**config.mk**
```make
export PLATFORM = sky130hd
export DESIGN_NAME = control_unit_flat
export DESIGN_NICKNAME = d
export VERILOG_FILES = /design/src/rtl/k_and_s_pkg.sv /design/src/rtl/control_unit_if.sv /design/src/rtl/control_unit.sv /design/src/flat_wrapper.sv
export SDC_FILE = /design/constraint.sdc
export NUM_CORES = 1
export LEC_CHECK = 0
export BUFFER_PORTS_ARGS = -buffer_cell sky130_fd_sc_hd__buf_4
export CAP_MARGIN = 20
export CORE_UTILIZATION = 55
export CTS_BUF_LIST = sky130_fd_sc_hd__clkbuf_16
export DETAILED_ROUTE_END_ITERATION = 6
export GPL_ROUTABILITY_DRIVEN = 1
export GPL_TIMING_DRIVEN = 0
export MAX_ROUTING_LAYER = met4
export PLACE_DENSITY = 0.83
export SYNTH_ARGS = -nofsm -noshare
export SYNTH_HDL_FRONTEND = slang
export SYNTH_SLANG_ARGS = --single-unit
export TNS_END_PERCENT = 5
```
**constraint.sdc**
```tcl
create_clock -name clk -period 3.05 [get_ports clk]
set_input_delay 0.305 -clock clk [delete_from_list [all_inputs] [get_ports clk]]
set_output_delay 0.305 -clock clk [all_outputs]
set_load 0.005 [all_outputs]
```
**src/rtl/k_and_s_pkg.sv**
```systemverilog
// Shared K&S processor types: instruction decode seen by the control unit.
package k_and_s_pkg;

    localparam int unsigned ALU_OP_W = 2;

    typedef enum logic [3:0] {
        I_NOP    = 4'd0,
        I_LOAD   = 4'd1,
        I_STORE  = 4'd2,
        I_MOVE   = 4'd3,
        I_ADD    = 4'd4,
        I_SUB    = 4'd5,
        I_AND    = 4'd6,
        I_OR     = 4'd7,
        I_BRANCH = 4'd8,
        I_BZERO  = 4'd9,
        I_BNZERO = 4'd10,
        I_BNEG   = 4'd11,
        I_BNNEG  = 4'd12,
        I_BOV    = 4'd13,
        I_BNOV   = 4'd14,
        I_HALT   = 4'd15
    } decoded_instruction_type;

endpackage

```
**src/rtl/control_unit_if.sv**
```systemverilog
// Control unit <-> data_path link: decode and flags in, control strobes out.
interface control_unit_if;

    k_and_s_pkg::decoded_instruction_type decoded_instruction;
    logic                                 zero_op;
    logic                                 neg_op;
    logic                                 unsigned_overflow;
    logic                                 signed_overflow;

    logic                                 branch;
    logic                                 pc_enable;
    logic                                 ir_enable;
    logic                                 addr_sel;
    logic                                 c_sel;
    logic [k_and_s_pkg::ALU_OP_W-1:0]     operation;
    logic                                 write_reg_enable;
    logic                                 flags_reg_enable;
    logic                                 ram_write_enable;

    modport master (
        input  decoded_instruction, zero_op, neg_op, unsigned_overflow, signed_overflow,
        output branch, pc_enable, ir_enable, addr_sel, c_sel, operation,
               write_reg_enable, flags_reg_enable, ram_write_enable
    );

    modport slave (
        output decoded_instruction, zero_op, neg_op, unsigned_overflow, signed_overflow,
        input  branch, pc_enable, ir_enable, addr_sel, c_sel, operation,
               write_reg_enable, flags_reg_enable, ram_write_enable
    );

endinterface

```
**src/rtl/control_unit.sv**
```systemverilog
// K&S 16-bit processor control FSM: fetch/decode/execute sequencing and
// a saturating retired-instruction counter.
module control_unit #(
    parameter int unsigned CNT_W = 16
) (
    input  logic              clk,
    input  logic              rst,
    control_unit_if.master    bus,
    output logic              halted,
    output logic [CNT_W-1:0]  instr_count
);
    import k_and_s_pkg::*;

    typedef enum logic [3:0] {
        S_FETCH  = 4'd0,
        S_DECODE = 4'd1,
        S_LOAD_A = 4'd2,
        S_LOAD_B = 4'd3,
        S_STORE  = 4'd4,
        S_MOVE   = 4'd5,
        S_ALU    = 4'd6,
        S_BRANCH = 4'd7,
        S_HALT   = 4'd8
    } state_t;

    localparam logic [CNT_W-1:0] CNT_MAX = '1;

    state_t             state;
    state_t             state_nxt;
    logic [CNT_W-1:0]   count_q;
    logic               retire_c;
    logic               taken_c;
    logic [ALU_OP_W-1:0] alu_op_c;

    // State register and saturating retire counter
    always_ff @(posedge clk) begin
        if (rst) begin
            state   <= S_FETCH;
            count_q <= '0;
        end else begin
            state <= state_nxt;
            if (retire_c && (count_q != CNT_MAX)) begin
                count_q <= count_q + CNT_W'(1);
            end
        end
    end

    // Branch condition from the registered flags
    always_comb begin
        taken_c = 1'b0;
        case (bus.decoded_instruction)
            I_BRANCH: taken_c = 1'b1;
            I_BZERO:  taken_c = bus.zero_op;
            I_BNZERO: taken_c = !bus.zero_op;
            I_BNEG:   taken_c = bus.neg_op;
            I_BNNEG:  taken_c = !bus.neg_op;
            I_BOV:    taken_c = bus.signed_overflow | bus.unsigned_overflow;
            I_BNOV:   taken_c = !(bus.signed_overflow | bus.unsigned_overflow);
            default:  taken_c = 1'b0;
        endcase
    end

    // ALU opcode for arithmetic/logic instructions
    always_comb begin
        alu_op_c = 2'b00;
        case (bus.decoded_instruction)
            I_ADD:   alu_op_c = 2'b00;
            I_AND:   alu_op_c = 2'b01;
            I_OR:    alu_op_c = 2'b10;
            I_SUB:   alu_op_c = 2'b11;
            default: alu_op_c = 2'b00;
        endcase
    end

    // Next state and control strobes; everything held low during reset
    always_comb begin
        state_nxt            = state;
        retire_c             = 1'b0;
        bus.branch           = 1'b0;
        bus.pc_enable        = 1'b0;
        bus.ir_enable        = 1'b0;
        bus.addr_sel         = 1'b0;
        bus.c_sel            = 1'b0;
        bus.operation        = 2'b00;
        bus.write_reg_enable = 1'b0;
        bus.flags_reg_enable = 1'b0;
        bus.ram_write_enable = 1'b0;
        halted               = 1'b0;

        if (!rst) begin
            case (state)
                S_FETCH: begin
                    bus.ir_enable = 1'b1;
                    state_nxt     = S_DECODE;
                end
                S_DECODE: begin
                    bus.pc_enable = 1'b1;
                    case (bus.decoded_instruction)
                        I_LOAD:  state_nxt = S_LOAD_A;
                        I_STORE: state_nxt = S_STORE;
                        I_MOVE:  state_nxt = S_MOVE;
                        I_ADD, I_SUB, I_AND, I_OR: state_nxt = S_ALU;
                        I_BRANCH, I_BZERO, I_BNZERO, I_BNEG,
                        I_BNNEG, I_BOV, I_BNOV:    state_nxt = S_BRANCH;
                        I_HALT:  state_nxt = S_HALT;
                        default: begin
                            state_nxt = S_FETCH;
                            retire_c  = 1'b1;
                        end
                    endcase
                end
                S_LOAD_A: begin
                    bus.addr_sel = 1'b1;
                    state_nxt    = S_LOAD_B;
                end
                S_LOAD_B: begin
                    bus.addr_sel         = 1'b1;
                    bus.c_sel            = 1'b1;
                    bus.write_reg_enable = 1'b1;
                    retire_c             = 1'b1;
                    state_nxt            = S_FETCH;
                end
                S_STORE: begin
                    bus.addr_sel         = 1'b1;
                    bus.ram_write_enable = 1'b1;
                    retire_c             = 1'b1;
                    state_nxt            = S_FETCH;
                end
                S_MOVE: begin
                    // a|a with both read ports on the source register
                    bus.operation        = 2'b10;
                    bus.write_reg_enable = 1'b1;
                    retire_c             = 1'b1;
                    state_nxt            = S_FETCH;
                end
                S_ALU: begin
                    bus.operation        = alu_op_c;
                    bus.write_reg_enable = 1'b1;
                    bus.flags_reg_enable = 1'b1;
                    retire_c             = 1'b1;
                    state_nxt            = S_FETCH;
                end
                S_BRANCH: begin
                    bus.pc_enable = taken_c;
                    bus.branch    = taken_c;
                    retire_c      = 1'b1;
                    state_nxt     = S_FETCH;
                end
                S_HALT: begin
                    halted    = 1'b1;
                    state_nxt = S_HALT;
                end
                default: state_nxt = S_FETCH;
            endcase
        end
    end

    assign instr_count = rst ? '0 : count_q;

    // IR load, register write and RAM write are mutually exclusive
    a_strobe_excl: assert property (@(posedge clk) disable iff (rst)
        $onehot0({bus.ir_enable, bus.write_reg_enable, bus.ram_write_enable}));

endmodule

```
**src/flat_wrapper.sv**
```systemverilog
// flat-port wrapper written by rule: the top's interface ports become plain ports
module control_unit_flat import k_and_s_pkg::*;
#(
    parameter int unsigned CNT_W = 16
)
  (clk, rst, halted, instr_count, bus_decoded_instruction, bus_zero_op, bus_neg_op, bus_unsigned_overflow, bus_signed_overflow, bus_branch, bus_pc_enable, bus_ir_enable, bus_addr_sel, bus_c_sel, bus_operation, bus_write_reg_enable, bus_flags_reg_enable, bus_ram_write_enable);
  control_unit_if bus_i ();
  input  logic clk;
  input  logic rst;
  output logic halted;
  output logic [CNT_W-1:0] instr_count;
  input wire logic [$bits(bus_i.decoded_instruction)-1:0] bus_decoded_instruction;
  input wire logic [$bits(bus_i.zero_op)-1:0] bus_zero_op;
  input wire logic [$bits(bus_i.neg_op)-1:0] bus_neg_op;
  input wire logic [$bits(bus_i.unsigned_overflow)-1:0] bus_unsigned_overflow;
  input wire logic [$bits(bus_i.signed_overflow)-1:0] bus_signed_overflow;
  output wire logic [$bits(bus_i.branch)-1:0] bus_branch;
  output wire logic [$bits(bus_i.pc_enable)-1:0] bus_pc_enable;
  output wire logic [$bits(bus_i.ir_enable)-1:0] bus_ir_enable;
  output wire logic [$bits(bus_i.addr_sel)-1:0] bus_addr_sel;
  output wire logic [$bits(bus_i.c_sel)-1:0] bus_c_sel;
  output wire logic [$bits(bus_i.operation)-1:0] bus_operation;
  output wire logic [$bits(bus_i.write_reg_enable)-1:0] bus_write_reg_enable;
  output wire logic [$bits(bus_i.flags_reg_enable)-1:0] bus_flags_reg_enable;
  output wire logic [$bits(bus_i.ram_write_enable)-1:0] bus_ram_write_enable;
  assign bus_i.decoded_instruction = bus_decoded_instruction;
  assign bus_i.zero_op = bus_zero_op;
  assign bus_i.neg_op = bus_neg_op;
  assign bus_i.unsigned_overflow = bus_unsigned_overflow;
  assign bus_i.signed_overflow = bus_signed_overflow;
  assign bus_branch = bus_i.branch;
  assign bus_pc_enable = bus_i.pc_enable;
  assign bus_ir_enable = bus_i.ir_enable;
  assign bus_addr_sel = bus_i.addr_sel;
  assign bus_c_sel = bus_i.c_sel;
  assign bus_operation = bus_i.operation;
  assign bus_write_reg_enable = bus_i.write_reg_enable;
  assign bus_flags_reg_enable = bus_i.flags_reg_enable;
  assign bus_ram_write_enable = bus_i.ram_write_enable;
  control_unit #(.CNT_W(CNT_W)) u_core (.clk(clk), .rst(rst), .bus(bus_i), .halted(halted), .instr_count(instr_count));
endmodule
```
==> flow_results.org, run 1 <==
** Status
- Result of the run :: complete, no violations

** Global route
- Global router's overall resource usage :: 29.5%
- The initial antenna violation count came to 0.
- Maximum number of pins on one net before global-route repair :: 13
- Remaining global-route overflow :: 0
- Vias in the first global route :: 1311
- Global-route wire length before repair :: 5880 microns

** Clock network
- Worst-Skew Late Latency :: 250 ps
- Post-cts repair resize count :: 0
- After clock tree synthesis, the clock-pin slew on the worst setup and hold paths is 60 ps.
- CTS built an H-tree with a depth of 1.
- Clock Tree Buf Depth :: 2
- Number of CTS-inserted buffers :: 3
- Number of sinks on the clock net :: 20
- Post-CTS timing repair inserted 0 buffers for setup.
- Root Buffer :: clkbuf_16
- Quantity of hold-fixing buffers added after cts :: 0
- Clock tree from TritonCTS :: done

** Finish
- P&R area growth vs syn :: 28.3%
- Cells with a size suffix above 1 make up 22.1% of the layout.
- 0 antenna diodes ended up in the layout.
- The final layout contains 229 nets.

** Die
- Die height :: 52.4 microns
- Pin placement for this block handled 37 I/O pins.
- The floorplan step defined a die boundary enclosing 2740 sq um.
- For this configuration, the core starts out at a cell density of 60.7%.
- After floorplanning, the core was divided into 17 placement rows.
- Measured along the x axis, the die boundary spans 52.4 microns.
- In this run the standard cell core region covers 2300 sq um.

** Critical path
- Worst Path Arrival :: 2280 ps
- CP max FO :: 5
- By startpoint and endpoint, the worst setup path is classified as reg -> reg.
- Standard cell with the maximum stage delay on the critical path :: or4_1
- For the worst flop-to-flop path, the logic depth is 5.
- STA classifies the critical path endpoint as a flip-flop.
- Max stage delay on crit path :: 590 ps
- Critical path data required time :: 3190 ps
- The worst setup path is launched from a flip-flop.
- Traced cell by cell, the critical path runs through ha_1 > nand4_1 > or4_1 > and4_1 > mux2_1.

** Logic synthesis
- Of the synthesized area, sequential elements account for 28.7%.
- The synthesized netlist occupies a cell area of 1400 sq um.
- Count of cell types in the netlist :: 42
- Counting flops with an async set or reset pin after synthesis yields a share of 0%.
- In the post-synthesis netlist, the biggest area contributors are dfxtp_1 (29%), mux2_1 (8.9%), nor2b_1 (7.2%).
- Dominant register cell in the synthesized netlist :: dfxtp_1
- The number of nets in the synthesized netlist is 190.
- The synthesized design contains 0 enable-type register cells.
- dfxtp_1 takes more of the synthesized area than any other cell.
- Counting every instance in the synthesized netlist gives 179.
- Summed over its instances, the top area cell type makes up 28.7% of the synthesized netlist area.
- Dividing the synthesized area by the synthesized cell count gives 7.79 sq um.
- Seq cells post-synth :: 20
- For this run, the number of Yosys warnings is 0.

** STA
- Final Hold Violating Endpoints :: 0
- For the pin with the worst max-slew slack, the measured transition is 523 ps.
- Final worst clock skew :: 1.71 ps
- Headroom to the max-slew limit came out at 65.1%.
- Minimum clock period after layout :: 2130 ps
- The number of pins with negative max-slew slack in the final report is 0.
- Final period util :: 70.0%
- Min setup slack post-route :: 915 ps
- Setup violations remaining at the end of the flow were counted as 0.
- RSZ-0062 raised after global routing :: false
- Derived from the worst setup path, the maximum achievable clock frequency is 468 MHz.
- For the final routed database, the setup TNS stands at 0 ps.

** Pwr
- Worst VDD drop :: 334 uV
- Power Density :: 428 nW/um^2
- For this design the static power due to leakage is 0.728 nW.

** Routing
- After detailed routing, the number of remaining DRC violations is 0.
- For this block, the routed nets add up to 3780 microns of wire.
- The count of nets left with antenna violations once routing finished came out at 0.
- Vias per std cell :: 6.19
- Average wire per standard cell :: 15.4 microns
- For this block, the via count after detailed routing is 1516.
- Before antenna repair, the detailed router went through 5 iterations.
- In this run, the number of DRC markers left after iteration 0 of detailed routing was 57.

** Hold path
- Along the worst hold path, the cell count comes to 3.
- Hold Crit Class :: in -> reg

** Place
- At the end of routability-driven placement, the weighted congestion stood at 0.870.
- Timing analysis after detailed placement gives a worst setup slack of 900 ps.
- Hpwl dp :: 2670 microns
- Port bufs :: 34

** Job
- Number of max-capacitance violations reported :: 0
[critical path, delay by kind of cell (launching register included)]
family,cells,cell delay [ps]
multiplexers,1,300
adder cells (fa/ha/maj),1,280
AND/OR/NAND/NOR,3,1040
flip-flops,1,410
[metrics by stage]
stage               utilization [%]  total power, mW  instances  area (sq um)  hold WS, ps
global placement               73.4            0.392        241          1690          489
floorplan                         -            0.357        179          1400          474
detailed placement             73.4            0.399        241          1690          513
finish                         77.9            0.767        245          1790          440
CTS                            77.9            0.763        245          1790          439
global route                   77.9            0.790        245          1790          462
[metal layers]
layer	track usage, %	wire length, microns	up-vias
li1	-	-	726
met3	4.06	172	12
met2	49.6	1870	54
met4	12.3	89	0
met5	-	0	-
met1	35.2	1650	724
[sequential cells by signal, summed over array words and instances (netlist names)]
name / count
u_core.count_q: 16
u_core.state: 4
[cell type report]
type	instances	area [sq um]
timing repair buffer	34	255
clock inverter	1	30.0
clock buffer	3	75.1
tap	28	35.0
sequential	20	400
multi-input combinational	145	925
inverter	2	7.51
fill	201	507
buffer	12	62.6
[placed cells by master, fill, tap and decap left out, drive strengths merged, types with 2 or more instances in the layout]
master / count
and4: 4
nand4: 6
a21o: 2
buf: 39
inv: 2
a211o: 2
xnor2: 2
nor3: 13
dfxtp: 20
nor2b: 16
nor3b: 2
or4: 2
nor4: 7
a21oi: 9
mux2i: 2
o21ai: 7
or3: 3
nor2: 23
mux2: 12
clkbuf: 10
nand3: 10
nand2: 10
[logic make-up (layout without fill, tap and decap cells)]
logic type | Yosys count | after routing | share of synthesized area, %
AO/OA/AOI/OAI | 25 | 25 | 10.9
XOR/XNOR | 2 | 2 | 1.26
adder cells (fa/ha/maj) | 1 | 1 | 0.897
buffers and inverters | 14 | 52 | 5.02
flip-flops | 20 | 20 | 28.7
multiplexers | 14 | 14 | 11.1
AND/OR/NAND/NOR | 103 | 103 | 42.1
[cells in the mapped netlist (2+ instances only)]
cell type	n
nor2_1	23
dfxtp_1	20
nor2b_1	16
nor3_1	13
mux2_1	11
nand2_1	10
nand3_1	10
a21oi_1	9
clkbuf_1	7
o21ai_0	7
nand4_1	5
nor4_1	5
and4_1	4
or3_1	3
a211o_1	2
a21o_1	2
buf_2	2
buf_6	2
inv_1	2
mux2i_1	2
nor3b_1	2
xnor2_1	2
[report_power, final]
part           leakage [nW]  internal (mW)  switching, mW
clock                0.0511          0.261          0.110
combinational         0.515         0.0505         0.0711
sequential            0.162          0.268        0.00654
[path summary, 6_finish.rpt]
kind,endpoint,slack [ps],start
worst min-delay path,u_core.state[2],440,bus_decoded_instruction[3]
worst max register to register,u_core.count_q[3],920,u_core.count_q[0]
worst max-delay path,u_core.count_q[3],920,u_core.count_q[0]
worst min register to register,u_core.count_q[1],540,u_core.count_q[1]
(Power assumes the default switching activity.)
==> inputs of run 2 (changes only) <==
Settings changed: CORE_UTILIZATION 55 to 52, PLACE_DENSITY 0.83 to 0.79.
Clock period 3.05 ns to 2.12 ns, I/O delays scaled along.
==> run 2 against run 1 <==
Wire length shrank 6.5%. Die area rose by 5.5%. Clock-buffer cell count did not move. Global-route usage is 1.5 points lower. Largest cell class unchanged. Highest routed layer unchanged.
==> flow_results.org, run 2 (synthesis results as in run 1) <==
** Clock network
- Number of sinks on the clock net :: 20 (unchanged)
- The number of buffers inserted by hold repair at cts came to 0 (unchanged).
- The latest clock arrival within the worst-skew pair was 250 ps (about the same).
- Clock tree synthesis selected as its root buffer the cell clkbuf_16.
- TritonCTS built the clock tree.
- The clock buffer count from CTS is 3 (unchanged).
- The total number of H-tree levels was 1 (unchanged).
- The post-CTS setup-driven buffer insertion count was 0 (unchanged).
- The clock slew seen by the registers of the worst setup and hold paths is 60 ps (about the same).
- The buffer depth of the longest clock path is 2 (unchanged).

** STA
- The worst hold margin was 351 ps (-89.5 ps).
- The highest clock rate is 498 MHz (+6.3%).
- The number of pins with negative max-slew slack in the final report is 0 (unchanged).
- The max-slew headroom at the worst pin was 66.3% (+1.2 points).
- The post-route worst setup slack came to 111 ps (-804 ps).
- The final period utilization was 94.8% (+25 points).
- The measured slew at the worst slew-check pin was 506 ps (-17.3 ps).
- Endpoints failing setup :: 0 (unchanged)
- The setup TNS after final layout came to 0 ps (unchanged).
- The minimum clock period after layout came to 2010 ps (-126 ps).
- The number of hold-slack violations in the final timing report came to 0 (unchanged).
- Setup repair after global routing left no endpoint under its margin.
- The post-route clock skew was 1.40 ps (-0.312 ps).

** Routing
- Average wire per standard cell :: 14.4 microns (-6.9%)
- The post-detailed-route count of antenna-violating nets is 0 (unchanged).
- The length of the first detailed-routing pass in iterations was 4 (-1).
- The total routed wirelength came to 3540 microns (-6.5%).
- The count of routing violations after the opening detailed-route iteration was 43 (-25%).
- The post-detailed-route via-to-cell ratio is 5.95 (-3.9%).
- The total vias in the final route is 1463 (-3.5%).
- The DRC violation count after routing was 0 (unchanged).

** Pwr
- The clock share of power came to 40.8% (-7.6 points).
- The power share of the sequential group was 41.2% (+5.4 points).
- Switching power as a share of total power :: 26.0% (+1.5 points)
- The worst vdd rail ir drop is 367 uV (+9.9%).
- The reported net switching power was 0.249 mW (+32%).
- Sum of internal, switching and leakage power :: 0.956 mW (+25%)
- Pint :: 0.707 mW (+22%)
- Gate power share :: 18.0% (+2.1 points)
- Power Density :: 538 nW/um^2 (+26%)
- The static leakage power is 0.716 nW (-1.7%).

** Critical path
- End of the worst register-to-register path :: u_core.count_q[3]
- By startpoint and endpoint, the worst setup path is classified as reg -> reg.
- The worst register-to-register path begins at u_core.count_q[0].
- Worst Path Arrival :: 2150 ps (-130 ps)
- Critical path data required time :: 2260 ps (-930 ps)
- Crit path capture type :: flip-flop
- The signal on the critical path passes through ha_2 > nand4_1 > or4_4 > and4_1 > mux2_1.
- Cell family with most CP delay :: simple AND/OR/NAND/NOR gates
- Standard cell with the maximum stage delay on the critical path :: or4_4
- Nature of the critical path startpoint :: flip-flop
- Number of cells on the worst reg-to-reg path :: 5 (unchanged)
- CP max FO :: 5 (unchanged)
- Max stage delay on crit path :: 560 ps (-30 ps)
- Setup slack of the worst register-to-register path :: 110 ps (-800 ps)
- Number of buffer and inverter stages on the critical path :: 0 (unchanged)

** Die
- Die Footprint :: 2890 sq um (+5.5%)
- The area of the core is 2500 sq um (+8.8%).
- Die height :: 53.8 microns (+2.7%)
- The effective utilization at floorplan is 55.8% (-4.9 points).
- The floorplan row count came to 18 (+1).
- The die width is 53.8 microns (+2.7%).
- Number of primary I/O pins :: 37 (unchanged)

** Global route
- Initial antenna violation count :: 0 (unchanged)
- Global-route wire length before repair :: 5750 microns (-2.1%)
- Vias in the first global route :: 1308 (-0.23%)
- Remaining global-route overflow :: 0 (unchanged)
- Maximum number of pins on one net before global-route repair :: 11 (-2)
- Global router's overall resource usage :: 28.1% (-1.5 points)

** Finish
- Most frequent standard cell in the layout excluding fill and tap cells :: buf_4
- Diodes inserted :: 0 (unchanged)
- Flip-flop count of the largest register after layout :: 16 (unchanged)
- From synthesis to final layout, the design area changed by 27.4%.
- The layout net count came to 229 (unchanged).
- Biggest regs :: u_core.count_q (16), u_core.state (4)
- Fraction of final layout cells sized beyond drive strength 1 :: 23.6% (+1.5 points)
- The number of inserted filler cells in the final layout is 222 (+10%).
- More flip-flops sit in one register than any other, and that register is u_core.count_q.
- Leading cell types in the layout, fill and taps excluded :: buf_4 (34), nor2_1 (23), dfxtp_1 (20), nor2b_1 (16), nor3_1 (13)

** Place
- The count of input and output buffers came to 34 (unchanged).
- Weighted congestion at the end of routability-driven global placement :: 0.898 (+3.2%)
- The half-perimeter wire length after placement came to 2590 microns (-3.1%).
- The worst-case setup slack after placement was 82.5 ps (-817 ps).

** Hold path
- Hold Crit Class :: in -> reg
- Number of stages on the worst hold path :: 4 (+1)
- Capture endpoint of the worst hold path :: u_core.state[0]
- Launch point of the worst hold path :: bus_decoded_instruction[3]

** Status
- Result of the run :: complete, no violations

** Job
- The number of max-cap violations came to 0 (unchanged).
run 2: what timing repair did:
action                                  4_1_cts  5_1_grt
endpoints found under the hold margin         0        0
endpoints found under the setup margin        0       11
resized for setup                             0        5
run 2: cell type report:
type	count	area [sq um]	share of cell area (%)
Buffer	12	63.8	3.59
Clock buffer	3	75.1	4.23
Inverter	2	7.51	0.423
Multi-Input combinational cell	145	937	52.7
Sequential cell	20	400	22.5
Tap cell	30	37.5	2.11
Timing Repair Buffer	34	255	14.4
run 2: worst max-delay path by stage:
stage	slack, ps	endpoint	cells after the start	start
after floorplan	230	u_core.count_q[11]	6	bus_decoded_instruction[1]
after global routing	10	u_core.count_q[3]	5	u_core.count_q[0]
after global placement	120	u_core.count_q[6]	6	u_core.count_q[0]
after CTS	80	u_core.count_q[6]	6	u_core.count_q[0]
final	110	u_core.count_q[3]	5	u_core.count_q[0]
after detailed placement	80	u_core.count_q[11]	6	bus_decoded_instruction[0]
run 2: power groups by stage:
stage	logic (mW)	clock network, mW	registers (mW)
4_1_cts	0.170	0.393	0.394
2_1_floorplan	0.114	0	0.400
6_report	0.172	0.390	0.394
3_5_place_dp	0.168	0	0.402
5_1_grt	0.191	0.407	0.396
3_3_place_gp	0.162	0	0.401
run 2: stage by stage:
step	std cells	cell area, sq um	utilization, %
2_1_floorplan	179	1400	-
6_report	246	1780	71.1
5_1_grt	246	1780	71.1
4_1_cts	246	1760	70.5
3_3_place_gp	243	1690	67.5
3_5_place_dp	243	1690	67.5
run 2: layer usage:
layer  track usage (%)  vias to the layer above  wire, microns  part of all wire [%]
li1                  -                      730              -                     -
met1              33.8                      693           1580                    45
met2              46.5                       34           1790                    51
met3              3.95                        6            123                   3.5
met4              11.4                        0             43                   1.2
met5                 -                        -              0                     0
run 2: worst reg2reg max path, stage by stage, from the launching register on:
cell     delay [ps]
dfxtp_1         370
ha_2            240
nand4_1         200
or4_4           560
and4_1          220
mux2_1          300
==> inputs of run 3 (changes only) <==
Settings changed: ABC_AREA set to 0, CORE_ASPECT_RATIO set to 0.6.
==> run 3 against run 2 <==
Clock skew up 0.52 ps. Largest power group unchanged. Largest cell class unchanged. Sequential share of layout area down 0.27 points. Setup slack lost 26 ps. Critical endpoint unchanged.
==> flow_results.org, run 3 (synthesis results as in run 1) <==
** Critical path
- The biggest cell delay along the critical path was 640 ps (+80 ps).
- The critical path data arrival time was 2170 ps (+20 ps).
- Broken down by cell family, the worst path's largest delay share belongs to simple AND/OR/NAND/NOR gates.
- The maximum net fanout on the critical path is 7 (+2).
- By startpoint and endpoint, the worst setup path is classified as reg -> reg.
- Nature of the critical path startpoint :: flip-flop
- Traced cell by cell, the critical path runs through nand4_2 > or4_4 > and4_1 > mux2_1.
- STA classifies the critical path endpoint as a flip-flop.
- Standard cell with the maximum stage delay on the critical path :: or4_4
- The critical path data required time is 2260 ps (about the same).
- Number of buffer and inverter stages on the critical path :: 0 (unchanged)

** Clock network
- Number of sinks on the clock net :: 20 (unchanged)
- TritonCTS built the clock tree.
- The latest clock arrival within the worst-skew pair came to 250 ps (about the same).
- Number of CTS-inserted buffers :: 3 (unchanged)
- The total number of H-tree levels was 1 (unchanged).
- Root Buffer :: clkbuf_16
- Setup bufs post-CTS :: 0 (unchanged)
- The buffer depth of the longest clock path came to 2 (unchanged).
- Worst-path clk slew :: 50 ps (about the same)

** Finish
- Diodes inserted :: 0 (unchanged)
- Fraction of final layout cells sized beyond drive strength 1 :: 23.6% (unchanged)
- The layout net count is 229 (unchanged).
- From synthesis to final layout, the design area changed by 28.9%.
- The utilization after layout came to 71.3% (+0.21 points).
- The number of inserted filler cells in the final layout came to 197 (-11%).
- Ranked by flip-flop count, first place goes to u_core.count_q.
- The largest registers in the layout are u_core.count_q (16), u_core.state (4).
- The flip-flop count of the largest register, all copies and words added was 16 (unchanged).
- Most frequent standard cell in the layout excluding fill and tap cells :: buf_4
- Leaving out fill and tap cells, the most frequent cells in the layout are buf_4 (34), nor2_1 (23), dfxtp_1 (20), nor2b_1 (16), nor3_1 (13).

** Global route
- Remaining global-route overflow :: 0 (unchanged)
- The initial antenna violation count is 0 (unchanged).
- Vias in the first global route :: 1332 (+1.8%)
- The maximum number of pins on one net before global-route repair is 11 (unchanged).
- The first-pass GRT wire length came to 6100 microns (+6.0%).
- Global router's overall resource usage :: 29.4% (+1.3 points)

** Routing
- DRC :: 0 (unchanged)
- Antenna violation net count after detailed routing :: 0 (unchanged)
- The total vias in the final route came to 1467 (+0.27%).
- Total iterations of the first detailed-routing run :: 4 (unchanged)
- The routed wire length per instance was 15.5 microns (+7.6%).
- The post-detailed-route via-to-cell ratio came to 5.92 (-0.54%).
- Starting DRT DRC Count :: 121 (+180%)
- Total wire length :: 3840 microns (+8.5%)

** Die
- Starting density of the core :: 55.3% (-0.50 points)
- Area of the core region :: 2520 sq um (+0.90%)
- The floorplan row count was 14 (-4).
- The vertical extent of the die came to 42.1 microns (-22%).
- Horiz. Die Dim :: 68.9 microns (+28%)
- The area of the die is 2900 sq um (+0.24%).
- Number of primary I/O pins :: 37 (unchanged)

** STA
- Fin. max-slew vios :: 0 (unchanged)
- Min setup slack post-route :: 85.1 ps (-25.7 ps)
- The measured slew at the worst slew-check pin was 519 ps (+13.0 ps).
- The setup TNS after final layout was 0 ps (unchanged).
- Highest clock frequency the design can meet :: 491 MHz (-1.3%)
- The minimum clock period after layout came to 2030 ps (+25.7 ps).
- Endpoints failing setup :: 0 (unchanged)
- RSZ-0062 raised after global routing :: false
- The final period utilization was 96.0% (+1.2 points).
- Tightest slew margin relative to the limit :: 65.4% (-0.86 points)
- The post-route clock skew was 1.92 ps (+0.518 ps).
- Final Hold Violating Endpoints :: 0 (unchanged)

** Place
- Hpwl dp :: 2820 microns (+8.9%)
- The worst-case setup slack after placement was 63.6 ps (-18.9 ps).
- Port bufs :: 34 (unchanged)
- The final weighted congestion in routability-driven placement came to 0.905 (+0.68%).

** Job
- The number of max-cap violations was 0 (unchanged).

** Pwr
- The static leakage power came to 0.733 nW (+2.4%).
- The power density relative to cell area came to 533 nW/um^2 (-1.0%).
- The worst vdd rail ir drop was 286 uV (-22%).

** Hold path
- Hold Crit Class :: in -> reg

** Status
- Result of the run :: complete, no violations
run 3: cell types whose count changed in the layout (fill, tap and decap cells not counted):
cell / delta
ha_4: +1
nor4_2: -1
ha_2: -1
nor4_4: +1
run 3: through the flow:
step	cells	total power, mW	cell area [sq um]	hold slack, ps
6_report	248	0.958	1800	375
5_1_grt	248	0.997	1800	402
4_1_cts	248	0.957	1770	371
3_5_place_dp	245	0.573	1690	512
3_3_place_gp	245	0.566	1690	490
2_1_floorplan	179	0.513	1400	440
run 3: worst paths after layout:
| kind | start | to | slack [ps] | depth (start not counted) |
|---|---|---|---|---|
| max | u_core.count_q[5] | u_core.count_q[3] | 90 | 4 |
| min | bus_decoded_instruction[3] | u_core.state[0] | 370 | 4 |
| max reg2reg | u_core.count_q[5] | u_core.count_q[3] | 90 | 4 |
| min reg2reg | u_core.count_q[0] | u_core.count_q[0] | 550 | 2 |
run 3: where the power goes:
group          switching, mW  internal, mW
combinational          0.104        0.0735
sequential           0.00889         0.386
clock                  0.137         0.249
run 3: what timing repair did:
item,4_1_cts,5_1_grt
setup endpoints to repair,0,11
hold buffers,0,0
gates resized for setup,0,7
run 3: layer usage:
layer	vias up	routed length, microns	track usage, %
li1	730	-	-
met1	667	1840	39.4
met2	65	1680	43.7
met3	5	279	7.07
met4	0	36	8.57
met5	-	0	-
run 3: area by class of cell:
class	instances	area, sq um	share of cell area [%]
inverters	2	7.51	0.418
well taps	32	40.0	2.23
multi-input cells	145	956	53.2
plain buffers	12	63.8	3.55
clock buffers	3	75.1	4.18
repair buffers	34	255	14.2
flip-flops and latches	20	400	22.3
run 3: worst min-delay path, stage by stage:
cell	delay [ps]
buf_4	130
nand2_1	60
a21o_1	110
a21oi_1	60
